`config.mk`:
```
export PLATFORM = sky130hd
export DESIGN_NAME = alu_share_ctrl
export DESIGN_NICKNAME = d
export VERILOG_FILES = /design/src/rtl/alu_share_ctrl.sv
export SDC_FILE = /design/constraint.sdc
export NUM_CORES = 1
export LEC_CHECK = 0
export ABC_AREA = 1
export ABC_CLOCK_PERIOD_IN_PS = 2100
export BUFFER_PORTS_ARGS = -buffer_cell sky130_fd_sc_hd__buf_4
export CAP_MARGIN = 20
export CORE_UTILIZATION = 50
export CTS_BUF_LIST = sky130_fd_sc_hd__clkbuf_8
export CTS_CLUSTER_SIZE = 25
export DETAILED_ROUTE_END_ITERATION = 10
export GPL_TIMING_DRIVEN = 1
export PLACE_DENSITY_LB_ADDON = 0.12
export SKIP_LAST_GASP = 1
export SLEW_MARGIN = 20
export SYNTH_ARGS = -nofsm -noshare
export SYNTH_HDL_FRONTEND = slang
export SYNTH_SLANG_ARGS = --single-unit
```
`constraint.sdc`:
```
create_clock -name clk -period 2.1 [get_ports clk]
set_clock_uncertainty 0.05 [all_clocks]
set_input_delay 0.21 -clock clk [delete_from_list [all_inputs] [get_ports clk]]
set_output_delay 0.21 -clock clk [all_outputs]
set_load 0.01 [all_outputs]
```
`src/rtl/alu_share_ctrl.sv`:
```
// Shares one combinational 4-bit ALU between two requesters with round-robin arbitration.
// Latency: accept at edge T, result captured at T+1, response valid from T+1 until the handshake.
// Backpressure: response stalls the FSM in RESP indefinitely; no request is accepted until it drains.
module alu_share_ctrl #(
  parameter int CNT_W = 8
) (
  input  logic             clk,
  input  logic             rst,
  input  logic             req0_valid,
  output logic             req0_ready,
  input  logic [3:0]       req0_a,
  input  logic [3:0]       req0_b,
  input  logic [2:0]       req0_op,
  input  logic             req1_valid,
  output logic             req1_ready,
  input  logic [3:0]       req1_a,
  input  logic [3:0]       req1_b,
  input  logic [2:0]       req1_op,
  output logic             rsp0_valid,
  input  logic             rsp0_ready,
  output logic [3:0]       rsp0_res,
  output logic             rsp0_car,
  output logic             rsp0_of,
  output logic             rsp1_valid,
  input  logic             rsp1_ready,
  output logic [3:0]       rsp1_res,
  output logic             rsp1_car,
  output logic             rsp1_of,
  output logic [3:0]       alu_a,
  output logic [3:0]       alu_b,
  output logic [2:0]       alu_ctrl,
  input  logic [3:0]       alu_res,
  input  logic             alu_car,
  input  logic             alu_of,
  output logic             busy,
  output logic [CNT_W-1:0] ops_done
);

  typedef enum logic [1:0] {IDLE, EXEC, RESP} state_t;

  state_t     state, state_nxt;
  logic       last_grant;
  logic       id;
  logic [3:0] res_q;
  logic       car_q;
  logic       of_q;
  logic       grant_vld;
  logic       grant_id;
  logic       accept;
  logic       rsp_done;

  // Round-robin pick: a lone requester wins outright, a tie goes to the one not served last.
  always_comb begin
    grant_vld = req0_valid | req1_valid;
    grant_id  = 1'b0;
    if (req0_valid && req1_valid) begin
      grant_id = ~last_grant;
    end else if (req1_valid) begin
      grant_id = 1'b1;
    end
  end

  // Next-state and handshake signals; readies are held low while reset is asserted.
  always_comb begin
    state_nxt  = state;
    req0_ready = 1'b0;
    req1_ready = 1'b0;
    rsp0_valid = 1'b0;
    rsp1_valid = 1'b0;
    accept     = 1'b0;
    rsp_done   = 1'b0;
    case (state)
      IDLE: begin
        if (grant_vld && !rst) begin
          accept     = 1'b1;
          req0_ready = ~grant_id;
          req1_ready = grant_id;
          state_nxt  = EXEC;
        end
      end
      EXEC: begin
        state_nxt = RESP;
      end
      RESP: begin
        rsp0_valid = ~id;
        rsp1_valid = id;
        if (id ? rsp1_ready : rsp0_ready) begin
          rsp_done  = 1'b1;
          state_nxt = IDLE;
        end
      end
      default: begin
        state_nxt = IDLE;
      end
    endcase
  end

  // State register.
  always_ff @(posedge clk or posedge rst) begin
    if (rst) begin
      state <= IDLE;
    end else begin
      state <= state_nxt;
    end
  end

  // Latch the granted operation into the ALU operand registers and remember who owns it.
  always_ff @(posedge clk or posedge rst) begin
    if (rst) begin
      alu_a      <= 4'd0;
      alu_b      <= 4'd0;
      alu_ctrl   <= 3'd0;
      id         <= 1'b0;
      last_grant <= 1'b1;
    end else if (accept) begin
      alu_a      <= grant_id ? req1_a  : req0_a;
      alu_b      <= grant_id ? req1_b  : req0_b;
      alu_ctrl   <= grant_id ? req1_op : req0_op;
      id         <= grant_id;
      last_grant <= grant_id;
    end
  end

  // Capture the ALU outputs one cycle after accept so the response holds steady under backpressure.
  always_ff @(posedge clk or posedge rst) begin
    if (rst) begin
      res_q <= 4'd0;
      car_q <= 1'b0;
      of_q  <= 1'b0;
    end else if (state == EXEC) begin
      res_q <= alu_res;
      car_q <= alu_car;
      of_q  <= alu_of;
    end
  end

  // Count completed response handshakes; wraps naturally.
  always_ff @(posedge clk or posedge rst) begin
    if (rst) begin
      ops_done <= '0;
    end else if (rsp_done) begin
      ops_done <= ops_done + {{(CNT_W-1){1'b0}}, 1'b1};
    end
  end

  assign rsp0_res = res_q;
  assign rsp0_car = car_q;
  assign rsp0_of  = of_q;
  assign rsp1_res = res_q;
  assign rsp1_car = car_q;
  assign rsp1_of  = of_q;
  assign busy     = (state != IDLE);

endmodule

```
==> flow_metrics.tcl <==
set metrics [dict create \
    status "complete, but fails checks" \
    violations "DRC" \
    nets 292 \
    synth_fa_ha_area_frac 0.00824 \
    cts_hold_buffers 0 \
    ant_nets 0 \
    synth.area.top_cells "dfrtp_1 46%, nand2_1 23%, o21ai_0 4.9%" \
    antenna_cells 0 \
    arrival_ns 1.57 \
    clock.fmax_ghz 0.545 \
    hold_class "in2async" \
    multi_input_area_um2 652 \
    grt_pass1_wl_um 5240 \
    setup_viol 0 \
    fp-row-count 19 \
    yosysTopAreaCellShare 0.462 \
    dr.pass1.iters 7 \
    netlist_instances 191 \
    drive_above_1_share 0.376 \
    core_area_um2 2810 \
    grt_max_degree 30 \
    post-route-min-period_ns 1.83 \
    cp-start-kind "flop" \
    r2r_slack_ns 0.79 \
    yosysWarnings 0 \
    dp_hpwl_um 2480 \
    synth_top_area_cell "dfrtp_1" \
    ir_drop_uv 633 \
    cp.required_ns 1.84 \
    ctsHtreeMaxLevel 2 \
    cts_num_sinks 29 \
    path_class "reg2out" \
    max_slew_margin 0.768 \
    synthMuxAreaShare 0.0445 \
    power_density_nw_per_um2 1310 \
    period_share 0.873 \
    worstPathCellList "inv_2 -> nand2_2 -> nor2_4 -> nand2_1 -> inv_1 -> buf_4" \
    synth_compound_area_frac 0.0635 \
    wl_per_cell_um 11.1 \
    antenna_found_initial 0 \
    cts_tree "done" \
    die-area_um2 3260 \
    start_util 0.541 \
    area_growth_pct 38.9 \
    fp.dieW_um 57.1 \
    cpLargestDelayFamily "simple AND/OR/NAND/NOR gates" \
    vias 1388 \
    dr.first_iter.drc_count 66 \
    ctsResizeCount 0 \
    synth_top_family_by_area "simple AND/OR/NAND/NOR gates" \
    syn_area_per_cell_um2 7.95 \
    synth.distinct_cells 22 \
    worst_pin_slew_ns 0.347 \
    regArea_um2 727 \
    grt_usage 0.213 \
    synth_area_um2 1520 \
    crit_buf_inv 3 \
    maxSlewViolCount 0 \
    worstSetupEndpointType "primary output" \
    final_core_util 0.752 \
    cts_setup_buffers 0 \
    rsz0062_at_grt "no" \
    numCtsBuffers 5 \
    synth_nets 226 \
    clk_pin_slew_ns 0.06 \
    io_pins 70 \
    clk_path_buf_depth 2 \
    synth-seq-cells 29 \
    grt_pass1_vias 1287 \
    die_h_um 57.1 \
    hold_viol 0 \
    portBuffers 69 \
    seq_area_frac_synth 0.479 \
    yosys.area_share.simple 0.302 \
    viasPerCell 4.80 \
    maxCapViolCount 0 \
    gp_congestion 0.829 \
    grt-ovfl-total 0 \
    wl_um 3220 \
    synthXorXnorAreaFrac 0.0115 \
    n_fill_cell 231 \
    p_leak_nw 1.16 \
    path_max_fanout 15 \
    fin_setup_tns_ns 0 \
    crit_path_top_delay_cell "dfrtp_1" \
    cts_root_buffer "clkbuf_8" \
    clk_latency_ns 0.28 \
    remaining_drc_errors 10 \
    slowest_delay_ns 0.41 \
]
## cell type report
cell class	count	area share
Sequential cell	29	0.345
Multi-Input combinational cell	138	0.309
Timing Repair Buffer	70	0.249
Clock buffer	6	0.0392
Inverter	13	0.0231
Tap cell	31	0.0184
Clock inverter	2	0.0160
## worst min-delay path, delay by kind of cell
family	cells	cell delay, ns
buf+inv	3	0.57
## synth_stat cells
| cell type | n |
|---|---|
| nor2_2 | 2 |
| o21ai_0 | 15 |
| mux2_2 | 6 |
| nand2_1 | 93 |
| nor2_1 | 6 |
| dfstp_2 | 1 |
| buf_4 | 9 |
| nand3b_1 | 1 |
| nand2_4 | 1 |
| nand3_1 | 4 |
| buf_6 | 2 |
| nor2_4 | 1 |
| inv_1 | 8 |
| xnor2_1 | 1 |
| ha_1 | 1 |
| inv_2 | 5 |
| dfrtp_1 | 28 |
| o21ai_1 | 1 |
| nor3_1 | 1 |
| xor2_1 | 1 |
| o21ai_4 | 1 |
| nand2_2 | 3 |
## state kept, by name, indices dropped and copies added (netlist names)
signal / cells
alu_a: 4
rsp0_res: 4
id: 1
alu_ctrl: 3
alu_b: 4
ops_done: 8
state: 2
rsp0_car: 1
rsp0_of: 1
last_grant: 1
## cell usage in the layout, fill, tap and decap left out, drive strengths merged
master / count
clkbuf: 6
ha: 1
buf: 70
nand2: 97
dfrtp: 28
nand3: 4
inv: 14
dfstp: 1
nor2: 9
o21ai: 17
mux2: 6
xnor2: 1
bufinv: 1
xor2: 1
nor3: 1
nand3b: 1
## layer usage
metal | track usage | up-vias | part of all wire
met5 | 0 | - | 0
met4 | 0.111 | 0 | 0.020
met3 | 0.0771 | 9 | 0.079
met2 | 0.355 | 59 | 0.48
met1 | 0.239 | 605 | 0.42
li1 | - | 715 | -
## report_power, final
part,internal (mW),total [mW],switching [mW]
clock,0.381,0.584,0.203
sequential,0.800,0.983,0.183
combinational,0.588,1.19,0.600
total,1.77,2.76,0.986
## metrics by stage
step	instances	total power, mW	hold slack, ns	area, um2	setup slack, ns
2_1_floorplan	191	1.68	0.269	1520	0.309
3_3_place_gp	281	2.16	0.361	1990	0.621
3_5_place_dp	281	2.19	0.358	1990	0.572
4_1_cts	289	2.78	0.0584	2110	0.257
5_1_grt	289	2.94	0.0916	2110	0.130
6_report	289	2.76	0.0530	2110	0.266
## final timing paths
check	start	endpoint	cells past startpoint
hold / removal	rst	alu_a[0]$_DFFE_PP0P_	3
setup / recovery	state[0]$_DFFE_PP0P_	req1_ready	6
hold reg to reg	last_grant$_DFFE_PP1P_	last_grant$_DFFE_PP1P_	2
setup reg to reg	state[0]$_DFFE_PP0P_	id$_DFFE_PP0P_	5
max in group asynchronous	rst	last_grant$_DFFE_PP1P_	3
min in group clk	alu_res[0]	rsp0_res[0]$_DFFE_PP0N_	2
## kinds of logic after synthesis
family | after synthesis
mux | 6
xor+xnor | 2
simple gates | 112
fa+ha+maj | 1
buf+inv | 24
flops | 29
compound gates | 17
Power figures use the tool's default switching activity.
